`src/rtl/tone_pkg.sv`:
```
// Shared constants for the organ tone path: default counter width, the note table, mixer width helper.
// Half-periods assume a 50 MHz board clock (half = clk_hz / (2 * f_note)), white keys C4..B5.
package tone_pkg;

  localparam int TONE_WIDTH   = 32;
  localparam int BOARD_CLK_HZ = 50_000_000;

  localparam logic [TONE_WIDTH-1:0] HALF_C4 = 32'd95556;
  localparam logic [TONE_WIDTH-1:0] HALF_D4 = 32'd85131;
  localparam logic [TONE_WIDTH-1:0] HALF_E4 = 32'd75843;
  localparam logic [TONE_WIDTH-1:0] HALF_F4 = 32'd71586;
  localparam logic [TONE_WIDTH-1:0] HALF_G4 = 32'd63776;
  localparam logic [TONE_WIDTH-1:0] HALF_A4 = 32'd56818;
  localparam logic [TONE_WIDTH-1:0] HALF_B4 = 32'd50619;
  localparam logic [TONE_WIDTH-1:0] HALF_C5 = 32'd47778;
  localparam logic [TONE_WIDTH-1:0] HALF_D5 = 32'd42566;
  localparam logic [TONE_WIDTH-1:0] HALF_E5 = 32'd37921;
  localparam logic [TONE_WIDTH-1:0] HALF_F5 = 32'd35793;
  localparam logic [TONE_WIDTH-1:0] HALF_G5 = 32'd31888;
  localparam logic [TONE_WIDTH-1:0] HALF_A5 = 32'd28409;
  localparam logic [TONE_WIDTH-1:0] HALF_B5 = 32'd25310;

  function automatic int mix_w(input int n);
    return $clog2(n + 1);
  endfunction

endpackage

```
`src/rtl/tone_div_ch.sv`:
```
// One tone channel: divides clk by 2*half, toggle strobe on every edge of tone; tone changes one edge after the compare hits.
// New half-periods wait in nxt until the next toggle (no runt phase); writes are always accepted, last write wins.
module tone_div_ch
  import tone_pkg::*;
#(
  parameter int WIDTH = TONE_WIDTH
) (
  input  logic             clk,
  input  logic             rst_n,
  input  logic             en,
  input  logic             wr,
  input  logic [WIDTH-1:0] val,
  output logic             tone,
  output logic             tick,
  output logic             pend
);

  logic [WIDTH-1:0] half;
  logic [WIDTH-1:0] cnt;
  logic [WIDTH-1:0] nxt;
  logic             pv;
  logic             active;
  logic             wrap;

  assign active = en && (half != '0);
  assign wrap   = (cnt == half - WIDTH'(1));
  assign pend   = pv;

  always_ff @(posedge clk or negedge rst_n) begin
    if (!rst_n) begin
      half <= '0;
      cnt  <= '0;
      nxt  <= '0;
      pv   <= 1'b0;
      tone <= 1'b0;
      tick <= 1'b0;
    end else begin
      tick <= 1'b0;
      if (!active) begin
        // Idle or disabled: park at phase 0 and take any new value straight away.
        cnt  <= '0;
        tone <= 1'b0;
        if (wr) begin
          half <= val;
          pv   <= 1'b0;
        end else if (pv) begin
          half <= nxt;
          pv   <= 1'b0;
        end
      end else begin
        if (wrap) begin
          cnt  <= '0;
          tone <= ~tone;
          tick <= 1'b1;
          if (pv) begin
            half <= nxt;
            pv   <= 1'b0;
          end
        end else begin
          cnt <= cnt + WIDTH'(1);
        end
        // A write on the boundary edge stays pending for the following toggle.
        if (wr) begin
          nxt <= val;
          pv  <= 1'b1;
        end
      end
    end
  end

endmodule

```
`src/rtl/poly_tone_div.sv`:
```
// N-channel square-wave divider with registered polyphony level (mix_level one cycle behind tone).
// Divide writes are single-cycle and always accepted; out-of-range channel indices are dropped.
module poly_tone_div
  import tone_pkg::*;
#(
  parameter  int CHANNELS = 4,
  parameter  int WIDTH    = TONE_WIDTH,
  localparam int CH_W     = (CHANNELS > 1) ? $clog2(CHANNELS) : 1,
  localparam int MIX_W    = mix_w(CHANNELS)
) (
  input  logic                clk,
  input  logic                rst_n,
  input  logic [CHANNELS-1:0] en,
  input  logic                div_wr,
  input  logic [CH_W-1:0]     div_ch,
  input  logic [WIDTH-1:0]    div_val,
  output logic [CHANNELS-1:0] tone,
  output logic [CHANNELS-1:0] tick,
  output logic [CHANNELS-1:0] pend,
  output logic [MIX_W-1:0]    mix_level
);

  logic [CHANNELS-1:0] wr;
  logic [MIX_W-1:0]    pop;

  for (genvar i = 0; i < CHANNELS; i++) begin : g_ch
    assign wr[i] = div_wr && (div_ch == CH_W'(i));

    tone_div_ch #(
      .WIDTH (WIDTH)
    ) u_ch (
      .clk   (clk),
      .rst_n (rst_n),
      .en    (en[i]),
      .wr    (wr[i]),
      .val   (div_val),
      .tone  (tone[i]),
      .tick  (tick[i]),
      .pend  (pend[i])
    );
  end

  always_comb begin
    pop = '0;
    for (int i = 0; i < CHANNELS; i++) begin
      pop = pop + MIX_W'(tone[i]);
    end
  end

  always_ff @(posedge clk or negedge rst_n) begin
    if (!rst_n) begin
      mix_level <= '0;
    end else begin
      mix_level <= pop;
    end
  end

endmodule

```
`config.mk`:
```
export PLATFORM = sky130hd
export DESIGN_NAME = poly_tone_div
export DESIGN_NICKNAME = d
export VERILOG_FILES = /design/src/rtl/tone_pkg.sv /design/src/rtl/tone_div_ch.sv /design/src/rtl/poly_tone_div.sv
export SDC_FILE = /design/constraint.sdc
export NUM_CORES = 1
export LEC_CHECK = 0
export CAP_MARGIN = 20
export CORE_ASPECT_RATIO = 0.75
export CORE_MARGIN = 10
export CORE_UTILIZATION = 46
export DETAILED_ROUTE_END_ITERATION = 12
export PLACE_DENSITY = 0.74
export SKIP_CTS_REPAIR_TIMING = 1
export SYNTH_ARGS = -nofsm -noshare
export SYNTH_HDL_FRONTEND = slang
export SYNTH_HIERARCHICAL = 1
export SYNTH_SLANG_ARGS = --single-unit
```
`constraint.sdc`:
```
create_clock -name clk -period 3.2 [get_ports clk]
set_input_delay 0.64 -clock clk [delete_from_list [all_inputs] [get_ports clk]]
set_output_delay 0.64 -clock clk [all_outputs]
set_load 0.01 [all_outputs]
```
==> reports/metrics.cfg <==
[power]
peakVddDrop_mv = 0.3895
power_w = 0.01698
p_sw_share_pct = 32.50
comb_power_share_pct = 28.0
pwr-share-seq_pct = 39.7
p_per_area_mw_per_mm2 = 573.7
power.internal_w = 0.01146
p_clk_share_pct = 32.3
switchingPower_w = 0.005520
p_leak_nw = 11.60

[global_route]
grt_util_all_layers_pct = 22.60
grt_antenna_before_repair = 2
gr-total-overflow = 0
grt_start_max_net_pins = 90
grt_pass1_vias = 21495
grt_pass1_wl_um = 120600

[clock_network]
insertion_delay_ns = 0.57
root_buffer = clkbuf_16
clkSinkCount = 399
clk_pin_slew_ns = 0.07
cts_buffers = 41
cts_buffer_depth = 3
cts_tree = built
cts_max_level = 2

[cells_and_area]
drive_gt1_share_pct = 22.42
areaGrowthSynthToFinish_pct = 17.85
final-instance-count-excl-fill = 3497
design_area_mm2 = 0.02960
fillerInstances = 4720
fin_nets = 2799

[floorplan]
rows = 74
top_level_ports = 56
coreArea_mm2 = 0.05426
start_util_pct = 46.30
dieArea_mm2 = 0.06445
die_y_um = 222.4
die_x_um = 289.8

[yosys]
synth_edf_count = 0
async_flop_share_pct = 100.0
seq_area_frac_synth_pct = 39.75
synthesis.area_mm2 = 0.02512
avgSynthCellArea_um2 = 9.778
synth_cells = 2569
synth-seq-cells = 399
syn_nets = 2625
ys_types = 96
yosysWarningCount = 6
synthFlopType = dfrtp_1

[worst_setup_path]
required_ns = 3.68
path_max_fanout = 6
worstSetupPathType = reg2reg
critPathLaunchType = flip-flop
critPathCaptureType = flip-flop
critical_path.startpoint = g_ch[3].u_ch/half[0]$_DFFE_PN0P_
r2r_start = g_ch[3].u_ch/half[0]$_DFFE_PN0P_
cp.arrival_ns = 3.64

[placement]
gp_congestion = 0.9470
port_buffers = 55
placed_cell_area_mm2 = 0.02764
hpwl_um = 54500
dp.cells = 3400

[routing]
viasPerCell = 6.168
drc = 0
first_iter_violations = 2171
avgRoutedWirePerCell_um = 21.93
firstDrtPassIters = 5
totalWireLength_um = 76680
ant_nets = 0
num_vias = 21569

[sta]
final_hold_viol_count = 0
finalCritPeriodShare_pct = 98.74
clock_skew_ns = 0.02319
clock.fmax_mhz = 316.5
worst_slew_pin_slew_ns = 1.075
holdWs_ns = 0.5088
finalSetupViolCount = 0
post-route-min-period_ns = 3.160
maxSlewViolCount = 0
relSlewSlack_pct = 28.04

[status]
status = finished clean

[worst_hold_path]
min_from = g_ch[2].u_ch/nxt[24]$_DFFE_PN0P_
hp-class = reg2reg

[job]
cap_violations = 0

==> per-stage QoR <==
stage	setup slack (ns)	setup TNS (ns)	util [%]
floorplan	0.02615	0	-
global placement	0.06016	0	50.94
detailed placement	-0.03264	-0.07863	50.94
CTS	-0.06740	-1.222	53.75
global route	-0.04059	-0.8972	54.56
finish	0.04036	0	54.56
==> layout make-up <==
cell class	instances	area, µm²	share of cell area (%)
Clock inverter	20	346.6	1.171
Antenna cell	1	2.502	0.008453
Sequential cell	399	9986	33.73
Inverter	37	138.9	0.4691
Multi-Input combinational cell	1975	14340	48.43
Tap cell	722	903.4	3.052
Timing Repair Buffer	289	2713	9.163
Clock buffer	54	1177	3.977
==> layout by cell type (no fill, tap or decap), types with 14 or more instances in the layout <==
cell type,instances
nor2_1,274
nor3_1,58
o21ai_0,57
clkbuf_16,47
clkdlybuf4s50_1,54
xor2_1,142
nand4_1,30
mux2i_1,62
or3_1,24
and3_1,26
a22o_1,30
and4_1,19
o22ai_1,66
nor2b_1,18
nand2_1,187
a2bb2oi_2,61
buf_4,200
nor4_1,41
nand3_1,102
or4_1,14
inv_1,31
mux2_2,134
xnor2_1,142
a221oi_1,58
buf_12,25
a21oi_1,112
dfrtp_1,398
==> synthesized netlist by cell type (8+ instances only) <==
cell type  number  area share (%)
a2bb2oi_1      12            0.42
nor3_1         60             1.2
and2_1         10            0.25
xor2_1        142             5.0
buf_4          16            0.48
a21oi_1       112             2.2
or4_1          16            0.48
nand2_1       188             2.8
buf_1          10            0.15
mux2i_1        62             2.5
mux2_2        134             6.0
and4_1         22            0.77
o21ai_0        58             1.2
buf_6          10            0.45
dfrtp_1       399              40
o22ai_1        66             1.6
nand4_1        30            0.75
nor4_4          8            0.68
or2_2           8            0.20
a211oi_1       14            0.42
nor4_1         44             1.1
a22o_1         30             1.0
o21bai_1        8            0.24
o211ai_1       10            0.30
ha_1           14            0.70
and3_1         26            0.65
nand2b_1        8            0.20
o31ai_1        14            0.42
a2bb2oi_2      60             3.6
nor2b_1        18            0.45
a221oi_1       58             2.0
or3_1          30            0.75
nor3b_1        10            0.30
o21ai_1        10            0.20
nor4_2         10            0.50
nor2_1        274             4.1
nand3_1       102             2.0
buf_2          46            0.92
xnor2_1       142             5.0
inv_1          35            0.52
clkbuf_1       72             1.1
a21o_1          8            0.24
nand4b_1        8            0.28
==> cells by family after synthesis <==
kind of cell / count (synthesis) / share of synthesized area, %
AND/OR/NAND/NOR: 936 / 20.12
AO/OA/AOI/OAI: 544 / 17.11
flip-flops: 399 / 39.75
XOR/XNOR: 284 / 9.902
multiplexers: 196 / 8.477
buffers and inverters: 195 / 3.860
adder cells (fa/ha/maj): 15 / 0.7770
==> critical path: stages, from the launching register on <==
cell and delay (ns):
dfrtp_1 0.39, inv_2 0.07, ha_2 0.18, or3b_4 0.40, or3_4 0.34, or4_4 0.43, a211oi_4 0.25, o2111a_2 0.24
nand4_4 0.14, a21oi_4 0.19, buf_12 0.15, clkbuf_16 0.15, a2bb2oi_2 0.14
==> registers in the layout, summed over array words and instances (netlist names) <==
| register | cells |
|---|---|
| g_ch.u_ch/nxt | 128 |
| g_ch.u_ch/tone | 4 |
| g_ch.u_ch/tick | 4 |
| g_ch.u_ch/half | 128 |
| mix_level | 3 |
| g_ch.u_ch/cnt | 128 |
| g_ch.u_ch/pend | 4 |
==> power by group through the flow <==
stage                     combinational, W  clock (W)  sequential (W)
final                              0.00476    0.00548         0.00674
after global routing               0.00515    0.00578         0.00683
after CTS                          0.00460    0.00556         0.00671
after detailed placement           0.00456          0         0.00679
after global placement             0.00443          0         0.00674
after floorplan                    0.00306          0         0.00656
==> path summary, 6_finish.rpt <==
kind,cells after the start,end,slack [ns]
min in group asynchronous,2,g_ch[2].u_ch/cnt[21]$_DFF_PN0_,0.57
max in group asynchronous,4,g_ch[3].u_ch/half[19]$_DFFE_PN0P_,1.70
hold / removal,1,g_ch[2].u_ch/nxt[24]$_DFFE_PN0P_,0.51
hold reg to reg,1,g_ch[2].u_ch/nxt[24]$_DFFE_PN0P_,0.51
setup / recovery,12,g_ch[3].u_ch/half[19]$_DFFE_PN0P_,0.04
setup reg to reg,12,g_ch[3].u_ch/half[19]$_DFFE_PN0P_,0.04
==> layer usage <==
metal | share of wire (%) | track usage, % | up-vias
li1 | - | - | 9785
met1 | 45 | 31.76 | 10754
met2 | 44 | 35.07 | 879
met3 | 8.2 | 4.790 | 149
met4 | 2.2 | 5.124 | 2
met5 | 0.013 | 0 | -
No activity file was read; power rests on OpenSTA's default activity.
